$ cat src/rtl/audio_pkg.sv
// Shared audio definitions: controller state encoding, default PCM/PDM
// geometry and the midscale helper used by the playback and capture paths.
package audio_pkg;

    typedef enum logic [0:0] {
        IDLE = 1'b0,
        RUN  = 1'b1
    } pdm_state_e;

    localparam int PCM_WIDTH   = 16;
    localparam int PDM_CLK_DIV = 42;
    localparam int PDM_OSR     = 64;

    // Offset-binary zero level for a sample of the given width.
    function automatic logic [31:0] midscale(input int width);
        return 32'd1 << (width - 1);
    endfunction

endpackage

$ cat src/rtl/sync_fifo.sv
// Single-clock FIFO with registered occupancy count; DEPTH must be a power
// of two so the pointers wrap on their own.
module sync_fifo #(
    parameter int WIDTH = 16,
    parameter int DEPTH = 4
) (
    input  logic                     clk,
    input  logic                     rst_n,
    input  logic                     push,
    input  logic                     pop,
    input  logic [WIDTH-1:0]         wdata,
    output logic [WIDTH-1:0]         rdata,
    output logic                     full,
    output logic                     empty,
    output logic [$clog2(DEPTH):0]   count
);

    localparam int AW = $clog2(DEPTH);
    localparam int CW = AW + 1;

    logic [WIDTH-1:0] mem_r [DEPTH];
    logic [AW-1:0]    wr_ptr_r;
    logic [AW-1:0]    rd_ptr_r;
    logic [CW-1:0]    count_r;
    logic             do_push_s;
    logic             do_pop_s;

    assign full      = (count_r == CW'(DEPTH));
    assign empty     = (count_r == CW'(0));
    assign count     = count_r;
    assign rdata     = mem_r[rd_ptr_r];
    assign do_push_s = push && !full;
    assign do_pop_s  = pop && !empty;

    // Sample storage, cleared on reset so no stale data can ever be replayed.
    always_ff @(posedge clk or negedge rst_n) begin
        if (!rst_n) begin
            for (int i = 0; i < DEPTH; i++) begin
                mem_r[i] <= WIDTH'(0);
            end
        end else if (do_push_s) begin
            mem_r[wr_ptr_r] <= wdata;
        end
    end

    // Pointer and occupancy bookkeeping; push and pop together keep the count.
    always_ff @(posedge clk or negedge rst_n) begin
        if (!rst_n) begin
            wr_ptr_r <= AW'(0);
            rd_ptr_r <= AW'(0);
            count_r  <= CW'(0);
        end else begin
            if (do_push_s) begin
                wr_ptr_r <= wr_ptr_r + AW'(1);
            end
            if (do_pop_s) begin
                rd_ptr_r <= rd_ptr_r + AW'(1);
            end
            case ({do_push_s, do_pop_s})
                2'b10:   count_r <= count_r + CW'(1);
                2'b01:   count_r <= count_r - CW'(1);
                default: count_r <= count_r;
            endcase
        end
    end

endmodule

$ cat src/rtl/audio_pdm_tx.sv
// PCM-to-PDM playback path: sample FIFO, bit-clock divider, oversampling
// counter and first-order sigma-delta modulator driving AUD_PWM/AUD_SD.
module audio_pdm_tx
    import audio_pkg::*;
#(
    parameter int WIDTH      = PCM_WIDTH,
    parameter int CLK_DIV    = PDM_CLK_DIV,
    parameter int OSR        = PDM_OSR,
    parameter int FIFO_DEPTH = 4
) (
    input  logic             clk,
    input  logic             reset,
    input  logic             enable,
    input  logic [WIDTH-1:0] s_data,
    input  logic             s_valid,
    output logic             s_ready,
    output logic             AUD_PWM,
    output logic             AUD_SD,
    output logic             underrun
);

    localparam int DIV_W  = (CLK_DIV > 1) ? $clog2(CLK_DIV) : 1;
    localparam int SAMP_W = (OSR > 1) ? $clog2(OSR) : 1;
    localparam int FCW    = $clog2(FIFO_DEPTH) + 1;
    localparam logic [WIDTH-1:0] MID_C = WIDTH'(midscale(WIDTH));

    pdm_state_e        state_r;
    pdm_state_e        state_nxt_s;
    logic [DIV_W-1:0]  div_cnt_r;
    logic [SAMP_W-1:0] samp_cnt_r;
    logic [WIDTH-1:0]  acc_r;
    logic [WIDTH-1:0]  cur_r;
    logic              pwm_r;
    logic              sd_r;
    logic              underrun_r;
    logic [WIDTH:0]    sum_s;
    logic              run_s;
    logic              tick_s;
    logic              slot_s;
    logic              push_s;
    logic              pop_s;
    logic [WIDTH-1:0]  fifo_rdata_s;
    logic              fifo_full_s;
    logic              fifo_empty_s;
    logic [FCW-1:0]    fifo_count_s;

    // Dropping enable aborts the current bit in the very next cycle.
    assign run_s   = (state_r == RUN) && enable;
    assign tick_s  = run_s && (div_cnt_r == DIV_W'(CLK_DIV - 1));
    assign slot_s  = tick_s && (samp_cnt_r == SAMP_W'(OSR - 1));
    assign pop_s   = slot_s && !fifo_empty_s;
    assign push_s  = s_valid && !fifo_full_s;
    assign s_ready = (fifo_count_s != FCW'(FIFO_DEPTH));
    assign sum_s   = {1'b0, acc_r} + {1'b0, cur_r};

    assign AUD_PWM  = pwm_r;
    assign AUD_SD   = sd_r;
    assign underrun = underrun_r;

    sync_fifo #(
        .WIDTH (WIDTH),
        .DEPTH (FIFO_DEPTH)
    ) u_fifo (
        .clk   (clk),
        .rst_n (reset),
        .push  (push_s),
        .pop   (pop_s),
        .wdata (s_data),
        .rdata (fifo_rdata_s),
        .full  (fifo_full_s),
        .empty (fifo_empty_s),
        .count (fifo_count_s)
    );

    // State register.
    always_ff @(posedge clk or negedge reset) begin
        if (!reset) begin
            state_r <= IDLE;
        end else begin
            state_r <= state_nxt_s;
        end
    end

    // Next-state decode: enable alone selects between idle and modulating.
    always_comb begin
        state_nxt_s = state_r;
        case (state_r)
            IDLE: begin
                if (enable) begin
                    state_nxt_s = RUN;
                end else begin
                    state_nxt_s = IDLE;
                end
            end
            RUN: begin
                if (enable) begin
                    state_nxt_s = RUN;
                end else begin
                    state_nxt_s = IDLE;
                end
            end
            default: state_nxt_s = IDLE;
        endcase
    end

    // Divider, oversampling counter and modulator; idle reloads everything.
    always_ff @(posedge clk or negedge reset) begin
        if (!reset) begin
            div_cnt_r  <= DIV_W'(0);
            samp_cnt_r <= SAMP_W'(0);
            acc_r      <= WIDTH'(0);
            cur_r      <= MID_C;
            pwm_r      <= 1'b0;
            sd_r       <= 1'b0;
            underrun_r <= 1'b0;
        end else if (!run_s) begin
            div_cnt_r  <= DIV_W'(0);
            samp_cnt_r <= SAMP_W'(0);
            acc_r      <= WIDTH'(0);
            cur_r      <= MID_C;
            pwm_r      <= 1'b0;
            sd_r       <= (state_nxt_s == RUN);
            underrun_r <= 1'b0;
        end else begin
            sd_r <= 1'b1;
            if (tick_s) begin
                div_cnt_r <= DIV_W'(0);
                pwm_r     <= sum_s[WIDTH];
                acc_r     <= sum_s[WIDTH-1:0];
                if (slot_s) begin
                    samp_cnt_r <= SAMP_W'(0);
                    // An empty slot keeps replaying the previous sample.
                    if (!fifo_empty_s) begin
                        cur_r <= fifo_rdata_s;
                    end else begin
                        underrun_r <= 1'b1;
                    end
                end else begin
                    samp_cnt_r <= samp_cnt_r + SAMP_W'(1);
                end
            end else begin
                div_cnt_r <= div_cnt_r + DIV_W'(1);
            end
        end
    end

endmodule

$ cat config.mk
export PLATFORM = sky130hd
export DESIGN_NAME = audio_pdm_tx
export DESIGN_NICKNAME = d
export VERILOG_FILES = /design/src/rtl/audio_pkg.sv /design/src/rtl/sync_fifo.sv /design/src/rtl/audio_pdm_tx.sv
export SDC_FILE = /design/constraint.sdc
export NUM_CORES = 1
export LEC_CHECK = 0
export ABC_AREA = 1
export CAP_MARGIN = 20
export CORE_MARGIN = 5
export CORE_UTILIZATION = 40
export DETAILED_ROUTE_END_ITERATION = 8
export GPL_TIMING_DRIVEN = 0
export PLACE_DENSITY_LB_ADDON = 0.3
export SLEW_MARGIN = 40
export SYNTH_ARGS = -nofsm -noshare
export SYNTH_HDL_FRONTEND = slang
export SYNTH_SLANG_ARGS = --single-unit
$ cat constraint.sdc
create_clock -name clk -period 7.1 [get_ports clk]
set_clock_uncertainty 0.2 [all_clocks]
set_input_delay 1.065 -clock clk [delete_from_list [all_inputs] [get_ports clk]]
set_output_delay 1.065 -clock clk [all_outputs]
set_load 0.005 [all_outputs]
==> flow_metrics.env, run 1 <==
export IMPL_start_util=0.403
export IMPL_p_switching_w=0.000329
export IMPL_swShare=0.209
export IMPL_die_w_um=133
export IMPL_endpoint="u_fifo.count[2]$_DFFE_PN0P_"
export IMPL_drv_cap=0
export IMPL_vdd_ir_drop_worst_mv=0.180
export IMPL_yosysMostFrequentCell="nand2_1"
export IMPL_netlist_top_cells_count="nand2_1, dfrtp_1, o21ai_0"
export IMPL_portBuffers=23
export IMPL_synth_seq_cells=119
export IMPL_yosysWarnings=0
export IMPL_synth_nets=780
export IMPL_end_kind="flop"
export IMPL_ant_nets=0
export IMPL_rsz0062_at_grt="false"
export IMPL_wl_per_cell_um=15.0
export IMPL_synth_largest_area_cell="dfrtp_1"
export IMPL_dpl_hpwl_mm=10.2
export IMPL_drt_iter0_markers=323
export IMPL_yosys_cell_types_count=36
export IMPL_die_h_um=133
export IMPL_p_clk_frac=0.539
export IMPL_p_total_w=0.00157
export IMPL_row_count=45
export IMPL_seqPwrFrac=0.434
export IMPL_async_flop_share=1.00
export IMPL_syn_area_per_cell_um2=8.23
export IMPL_synth_top_cell_area_share=0.489
export IMPL_vias_per_cell=5.04
export IMPL_place_ws_ps=3540
export IMPL_crit_fanout=8
export IMPL_cts_made_buffers=17
export IMPL_grt_ovfl_total=0
export IMPL_r2r_slack_ps=4440
export IMPL_postCtsSetupRepairBufs=0
export IMPL_final_setup_worst_slack_ps=3990
export IMPL_syn_to_final_growth_pct=17.9
export IMPL_crit_required_ps=7190
export IMPL_outcome="finished, final reports clean"
export IMPL_antenna_found_initial=0
export IMPL_cts_tree="built"
export IMPL_drt_pass1_iter_count=7
export IMPL_cp_startpoint="enable"
export IMPL_htreeDepth=4
export IMPL_hold_viol_final=0
export IMPL_ctsResizeCount=0
export IMPL_r2r_end="u_fifo.count[2]$_DFFE_PN0P_"
export IMPL_grt_pass1_vias=4902
export IMPL_core_mm2=0.0150
export IMPL_cp_arrival_ps=3200
export IMPL_fin_crit_ps=3110
export IMPL_relSlewSlack=0.588
export IMPL_clock_root_buffer="clkbuf_16"
export IMPL_cts_hold_buf=0
export IMPL_grt_pass1_wl_mm=24.7
export IMPL_track_usage=0.176
export IMPL_layout_drive_gt1_share=0.0886
export IMPL_num_io_pins=24
export IMPL_hold_class="flop to flop"
export IMPL_critPathKind="input pin to flop"
export IMPL_worst_pin_slew_ps=618
export IMPL_p_leak_nw=3.44
export IMPL_ys_seq_area_frac=0.493
export IMPL_max_freq_mhz=321
export IMPL_clk_latency_ps=420
export IMPL_rr_worst_depth=13
export IMPL_fin_setup_tns_ps=0
export IMPL_cts_path_max_buffers=2
export IMPL_fillers=1487
export IMPL_crit_path_start_kind="input pin"
export IMPL_wl_mm=14.7
export IMPL_synth_flop_cell="dfrtp_1"
export IMPL_design_die_area_mm2=0.0177
export IMPL_setup_violations=0
export IMPL_vias=4932
export IMPL_clk_pin_slew_ps=50
export IMPL_drcViolationCount=0
export IMPL_combPwrFrac=0.026
export IMPL_p_int_w=0.00124
export IMPL_n_antenna_cell=0
export IMPL_clock_sinks=119
export IMPL_powerDensity_mw_per_mm2=220
export IMPL_synth_area_top_cells="dfrtp_1, nand2_1, o21ai_0"
export IMPL_slew_violations=0
export IMPL_min_period_over_period=0.438
export IMPL_synth_edf_count=0
export IMPL_reg2reg_from="samp_cnt_r[1]$_DFFE_PN0P_"
export IMPL_netlist_area_mm2=0.00604
export IMPL_place_congestion=0.868
export IMPL_synth_cells=734
export IMPL_layout_nets=823
export IMPL_grt_start_max_net_pins=69
-- flip-flops by register name, indices dropped and copies added (netlist names) --
signal           flops
u_fifo.mem_r        64
acc_r               16
cur_r               16
div_cnt_r            6
samp_cnt_r           6
u_fifo.count         3
u_fifo.rd_ptr_r      2
u_fifo.wr_ptr_r      2
AUD_PWM              1
AUD_SD               1
state_r              1
underrun             1
-- power by group through the flow --
| stage | Sequential (W) | Combinational (W) | Clock (W) |
|---|---|---|---|
| CTS | 0.000681 | 0.0000433 | 0.000860 |
| floorplan | 0.000693 | 0.0000106 | 0 |
| finish | 0.000681 | 0.0000415 | 0.000846 |
| global placement | 0.000693 | 0.0000409 | 0 |
| global route | 0.000681 | 0.0000480 | 0.000895 |
| detailed placement | 0.000693 | 0.0000433 | 0 |
-- through the flow --
step | cells | util | instance area, um^2 | hold WS [ps]
3_5_place_dp | 946 | 0.436 | 6540 | 267
2_1_floorplan | 734 | - | 6040 | 248
3_3_place_gp | 945 | 0.434 | 6500 | 263
6_report | 978 | 0.475 | 7120 | 276
4_1_cts | 978 | 0.475 | 7120 | 283
5_1_grt | 978 | 0.475 | 7120 | 291
-- critical path: stages --
cell and delay (ps):
clkdlybuf4s50_1 510, nand2_2 140, nor2_8 210, nand3_4 140
inv_1 130, ha_1 150, inv_1 60, fa_1 370
a21oi_1 140, o21ai_0 120, xor2_1 150
-- worst min path at each step --
stage	startpoint	to	cells past startpoint	slack, ps
after floorplan	u_fifo.mem_r[17]$_DFFE_PN0P_	u_fifo.mem_r[17]$_DFFE_PN0P_	2	250
after global placement	u_fifo.mem_r[33]$_DFFE_PN0P_	u_fifo.mem_r[33]$_DFFE_PN0P_	2	260
after detailed placement	AUD_PWM$_DFFE_PN0P_	AUD_PWM$_DFFE_PN0P_	2	270
after CTS	AUD_PWM$_DFFE_PN0P_	AUD_PWM$_DFFE_PN0P_	2	280
after global routing	acc_r[14]$_DFFE_PN0P_	acc_r[14]$_DFFE_PN0P_	2	290
final	AUD_PWM$_DFFE_PN0P_	AUD_PWM$_DFFE_PN0P_	2	280
-- kinds of logic after synthesis --
group                      count (synthesis)  share of synthesized area
xor gates and xnor gates                  10                     0.0145
DFF                                      119                      0.493
buffers and inverters                    107                     0.0736
and+or+nand+nor                          324                      0.225
AOI/OAI and AO/OA                        148                      0.137
adders and majority gates                 26                     0.0564
-- cell type report --
type                            instances  area [um^2]  share of cell area
Buffer                                 30          155              0.0218
Clock buffer                           26          489              0.0687
Clock inverter                          6         91.3              0.0128
Inverter                               77          289              0.0406
Multi-Input combinational cell        508         2620               0.367
Sequential cell                       119         2980               0.419
Tap cell                              188          235              0.0331
Timing Repair Buffer                   24          263              0.0369
-- cells in the final DEF (no fill, tap or decap), drive strengths merged, types with 2 or more instances in the layout --
cell / count
xnor2: 3
nor2: 32
bufinv: 2
o21ai: 95
nor3: 6
xor2: 7
inv: 76
dfrtp: 118
o22ai: 3
a21oi: 32
clkdlybuf4s50: 22
clkbuf: 33
buf: 25
clkinv: 5
a32o: 14
nand3: 41
nand2: 238
ha: 24
fa: 2
nand3b: 3
-- layer usage --
layer | up-vias | routed length, um | track usage
li1 | 2477 | - | -
met1 | 2334 | 6640 | 0.228
met2 | 99 | 7170 | 0.286
met3 | 22 | 653 | 0.0426
met4 | 0 | 202 | 0.0647
met5 | - | 0 | 0
(Power assumes the default switching activity.)
==> run 2: changes to the inputs <==
clock period = 3.2 ns   (was 7.1 ns; I/O delays follow)
==> run 2 against run 1 <==
  * Routed wire length barely moved
  * Non-clock buffer count rose by 1
  * Sequential power rose by 120%
  * Critical path depth rose by 2
  * Global-route usage did not move
  * Core utilization rose by 0.067 points
  * Critical endpoint unchanged
  * Largest power group unchanged
  * Highest routed layer unchanged
==> flow_metrics.env, run 2 (synthesis gave the netlist of run 1 again) <==
export IMPL_outcome="finished, final reports clean"
export IMPL_postCtsSetupRepairBufs=0
export IMPL_max_freq_mhz=377
export IMPL_path_buf_inv=3
export IMPL_relSlewSlack=0.579
export IMPL_start_util=0.403
export IMPL_end_kind="flop"
export IMPL_die_h_um=133
export IMPL_drcViolationCount=0
export IMPL_syn_to_final_growth_pct=18.0
export IMPL_crit_fanout=6
export IMPL_crit_family="adder cells"
export IMPL_portBuffers=23
export IMPL_num_io_pins=24
export IMPL_core_mm2=0.0150
export IMPL_cp_arrival_ps=2750
export IMPL_final_seq_area_mm2=0.00298
export IMPL_largest_register_ffs=64
export IMPL_place_inst=946
export IMPL_layout_drive_gt1_share=0.0885
export IMPL_grt_pass1_wl_mm=24.7
export IMPL_largest_register="u_fifo.mem_r"
export IMPL_rsz0062_at_grt="false"
export IMPL_track_usage=0.176
export IMPL_fillers=1488
export IMPL_critPathKind="flop to flop"
export IMPL_vdd_ir_drop_worst_mv=0.399
export IMPL_slew_violations=0
export IMPL_top_regs="u_fifo.mem_r (64), acc_r (16), cur_r (16)"
export IMPL_antenna_found_initial=0
export IMPL_p_leak_nw=3.45
export IMPL_hold_viol_final=0
export IMPL_grt_pass1_vias=4903
export IMPL_ant_nets=0
export IMPL_vias_per_cell=5.04
export IMPL_cts_made_buffers=17
export IMPL_crit_required_ps=3290
export IMPL_htreeDepth=4
export IMPL_drv_cap=0
export IMPL_min_period_over_period=0.830
export IMPL_fin_crit_ps=2660
export IMPL_hold_class="flop to flop"
export IMPL_layout_nets=824
export IMPL_grt_start_max_net_pins=69
export IMPL_vias=4932
export IMPL_place_congestion=0.868
export IMPL_worst_pin_slew_ps=632
export IMPL_powerDensity_mw_per_mm2=489
export IMPL_design_die_area_mm2=0.0177
export IMPL_setup_violations=0
export IMPL_fin_setup_tns_ps=0
export IMPL_n_antenna_cell=0
export IMPL_multi_input_area_mm2=0.00262
export IMPL_clock_root_buffer="clkbuf_16"
export IMPL_stdcell_count=979
export IMPL_drt_pass1_iter_count=5
export IMPL_clk_latency_ps=420
export IMPL_drt_iter0_markers=358
export IMPL_row_count=45
export IMPL_slowest_delay_ps=370
export IMPL_clock_sinks=119
export IMPL_grt_ovfl_total=0
export IMPL_clk_pin_slew_ps=60
export IMPL_cts_path_max_buffers=2
export IMPL_final_cell_mix="nand2_1, dfrtp_1, o21ai_0, inv_1, nand3_1"
export IMPL_cts_tree="built"
export IMPL_crit_path_top_delay_cell="dfrtp_1"
export IMPL_wl_per_cell_um=15.0
export IMPL_crit_chain="ha_1 -> nand2_1 -> nor2_2 -> nand3_1 -> inv_2 -> nand3_4 -> inv_1 -> ha_1 -> inv_1 -> fa_1 -> a21oi_1 -> o21ai_0 -> xor2_1"
export IMPL_final_common_cell="nand2_1"
export IMPL_crit_path_start_kind="flop"
export IMPL_wl_mm=14.7
export IMPL_die_w_um=133
export IMPL_dpl_hpwl_mm=10.2
==> run 2: final cells by class <==
class	count	area share
Timing Repair Buffer	25	0.0383
Clock inverter	6	0.0128
Buffer	30	0.0218
Clock buffer	26	0.0686
Inverter	77	0.0406
Sequential cell	119	0.418
Multi-Input combinational cell	508	0.367
Tap cell	188	0.0330
==> run 2: worst min-delay path, stage by stage, from the launching register on <==
cell and delay, ps:
dfrtp_1 340, nand2_1 50, nand2_1 50
==> run 2: worst paths after layout <==
kind / slack, ps / cells past startpoint / to / from
hold reg to reg: 280 / 2 / AUD_PWM$_DFFE_PN0P_ / AUD_PWM$_DFFE_PN0P_
min in group asynchronous: 380 / 2 / div_cnt_r[3]$_DFF_PN0_ / reset
hold / removal: 280 / 2 / AUD_PWM$_DFFE_PN0P_ / AUD_PWM$_DFFE_PN0P_
setup reg to reg: 540 / 13 / u_fifo.count[2]$_DFFE_PN0P_ / samp_cnt_r[1]$_DFFE_PN0P_
max in group asynchronous: 1730 / 3 / cur_r[15]$_DFFE_PN1P_ / reset
setup / recovery: 540 / 13 / u_fifo.count[2]$_DFFE_PN0P_ / samp_cnt_r[1]$_DFFE_PN0P_
==> run 2: timing repair <==
| item | 4_1_cts | 5_1_grt |
|---|---|---|
| setup endpoints to repair | 0 | 0 |
| hold buffers | 1 | 0 |
| gates resized for setup | 0 | 0 |
| endpoints found under the hold margin | 51 | 0 |
==> run 2: per-stage QoR <==
step	hold WS, ps	area (um^2)	power, W	utilization	setup slack (ps)
6_report	277	7130	0.00348	0.476	545
5_1_grt	291	7130	0.00360	0.476	297
4_1_cts	283	7130	0.00352	0.476	524
3_5_place_dp	231	6540	0.00163	0.436	222
3_3_place_gp	263	6500	0.00163	0.434	-3400
2_1_floorplan	-15.6	6040	0.00156	-	854
==> run 2: power by group <==
part | leakage [nW] | internal (W) | switching [W] | total (W)
sequential | 1.63 | 0.00151 | 0.00000203 | 0.00151
combinational | 1.53 | 0.0000338 | 0.0000595 | 0.0000933
clock | 0.283 | 0.00121 | 0.000669 | 0.00188
total | 3.45 | 0.00275 | 0.000731 | 0.00348
==> run 2: routing by layer <==
layer  track usage  part of all wire  vias up
met4        0.0641             0.018        0
met1         0.228              0.45     2324
met2         0.286              0.48      108
met5             0                 0        -
met3        0.0437             0.047       25
li1              -                 -     2475
==> run 3: changes to the inputs <==
clock period = 2.24 ns   (was 3.2 ns; I/O delays follow)
==> run 3 against run 2 <==
  * Sequential power up 43%
  * Register-to-register slack worse by 530 ps
  * Largest cell class unchanged
  * Critical endpoint unchanged
  * Critical path type unchanged
  * Total power up 47%
  * Highest routed layer unchanged
==> flow_metrics.env, run 3 (synthesis gave the netlist of run 1 again) <==
export IMPL_design_die_area_mm2=0.0177
export IMPL_die_h_um=133
export IMPL_drt_iter0_markers=429
export IMPL_grt_pass1_wl_mm=25.0
export IMPL_syn_to_final_growth_pct=20.5
export IMPL_final_common_cell="nand2_1"
export IMPL_outcome="finished, final reports clean"
export IMPL_ant_nets=0
export IMPL_crit_fanout=3
export IMPL_end_kind="flop"
export IMPL_drt_pass1_iter_count=5
export IMPL_grt_pass1_vias=4916
export IMPL_worst_pin_slew_ps=604
export IMPL_slew_violations=0
export IMPL_cts_made_buffers=17
export IMPL_cp_arrival_ps=2330
export IMPL_die_w_um=133
export IMPL_r2r_slack_ps=20
export IMPL_vias_per_cell=4.96
export IMPL_max_freq_mhz=450
export IMPL_num_io_pins=24
export IMPL_critPathKind="flop to flop"
export IMPL_powerDensity_mw_per_mm2=702
export IMPL_clock_root_buffer="clkbuf_16"
export IMPL_fin_hold_ws_ps=211
export IMPL_cts_path_max_buffers=2
export IMPL_largest_register="u_fifo.mem_r"
export IMPL_p_leak_nw=3.50
export IMPL_relSlewSlack=0.597
export IMPL_crit_path_start_kind="flop"
export IMPL_place_inst=946
export IMPL_antenna_found_initial=0
export IMPL_wl_per_cell_um=14.9
export IMPL_largest_register_ffs=64
export IMPL_track_usage=0.179
export IMPL_place_congestion=0.873
export IMPL_min_period_over_period=0.991
export IMPL_crit_required_ps=2350
export IMPL_wl_mm=14.7
export IMPL_htreeDepth=4
export IMPL_drv_cap=0
export IMPL_placed_cell_area_mm2=0.00657
export IMPL_clk_pin_slew_ps=60
export IMPL_grt_ovfl_total=0
export IMPL_core_mm2=0.0150
export IMPL_layout_nets=834
export IMPL_vias=4902
export IMPL_stdcell_count=989
export IMPL_fin_area_mm2=0.00727
export IMPL_layout_drive_gt1_share=0.116
export IMPL_grt_start_max_net_pins=75
export IMPL_cts_tree="built"
export IMPL_n_antenna_cell=0
export IMPL_clock_sinks=119
export IMPL_setup_violations=0
export IMPL_top_regs="u_fifo.mem_r (64), acc_r (16), cur_r (16)"
export IMPL_drcViolationCount=0
export IMPL_fin_crit_ps=2220
export IMPL_portBuffers=23
export IMPL_row_count=45
export IMPL_rsz0062_at_grt="true"
export IMPL_fillers=1436
export IMPL_clk_latency_ps=430
export IMPL_dpl_hpwl_mm=10.0
export IMPL_start_util=0.403
export IMPL_hold_viol_final=0
export IMPL_vdd_ir_drop_worst_mv=0.627
export IMPL_final_cell_mix="nand2_1, dfrtp_1, o21ai_0, inv_1, nand3_1"
export IMPL_hold_class="input pin to asynchronous set/reset pin"
==> run 3: cell types whose count changed in the layout (fill, tap and decap cells not counted), sizes merged <==
cell      previous run  this run
inv                 76        78
clkinvlp             0         2
clkbuf              33        28
buf                 25        35
bufinv               2         3
==> run 3: layout make-up <==
type                    instances  area (um^2)  share of cell area
flip-flops and latches        119         2980               0.410
multi-input cells             508         2660               0.365
clock buffers                  21          460              0.0633
repair buffers                 35          348              0.0478
inverters                      77          292              0.0401
well taps                     188          235              0.0323
plain buffers                  30          155              0.0213
clock inverters                11          146              0.0201
==> run 3: worst paths after layout <==
path	start	endpoint	depth (start not counted)
max	samp_cnt_r[1]$_DFFE_PN0P_	u_fifo.count[2]$_DFFE_PN0P_	13
min	reset	div_cnt_r[3]$_DFF_PN0_	2
max reg2reg	samp_cnt_r[1]$_DFFE_PN0P_	u_fifo.count[2]$_DFFE_PN0P_	13
min reg2reg	AUD_PWM$_DFFE_PN0P_	AUD_PWM$_DFFE_PN0P_	2
max in group asynchronous	reset	cur_r[15]$_DFFE_PN1P_	3
min in group clk	enable	state_r$_DFF_PN0_	1
==> run 3: critical path, stage by stage, from the launching register on <==
cell,delay [ps]
dfrtp_1,350
ha_2,190
nand2_2,70
nor2_4,140
nand3_4,90
inv_2,70
nand3_4,80
inv_4,70
ha_4,110
inv_2,40
fa_2,340
a21oi_2,110
o21ai_1,80
xor2_1,140
==> run 3: what timing repair did <==
item / in CTS / in global routing
pin swaps: 4 / 3
setup buffers: 8 / 2
endpoints found under the hold margin: 45 / 0
endpoints found under the setup margin: 2 / 2
hold buffers: 1 / 0
gates resized for setup: 2 / 2
cloned: 0 / 0
==> run 3: metal layers <==
layer | track usage | share of wire
met3 | 0.0403 | 0.036
met5 | 0 | 0
met2 | 0.289 | 0.48
met1 | 0.232 | 0.46
met4 | 0.0756 | 0.021
==> run 3: power by group <==
part           internal [W]  switching (W)
sequential          0.00216     0.00000262
combinational     0.0000492      0.0000862
clock               0.00181        0.00101
==> run 3: stage by stage <==
stage / setup WS, ps / utilization / TNS, ps / power (W)
floorplan: -18.9 / - / -18.9 / 0.00223
global placement: -4200 / 0.436 / -497000 / 0.00233
CTS: 8.07 / 0.484 / 0 / 0.00517
finish: 19.2 / 0.486 / 0 / 0.00511
global route: -106 / 0.486 / -106 / 0.00526
detailed placement: -459 / 0.439 / -820 / 0.00233
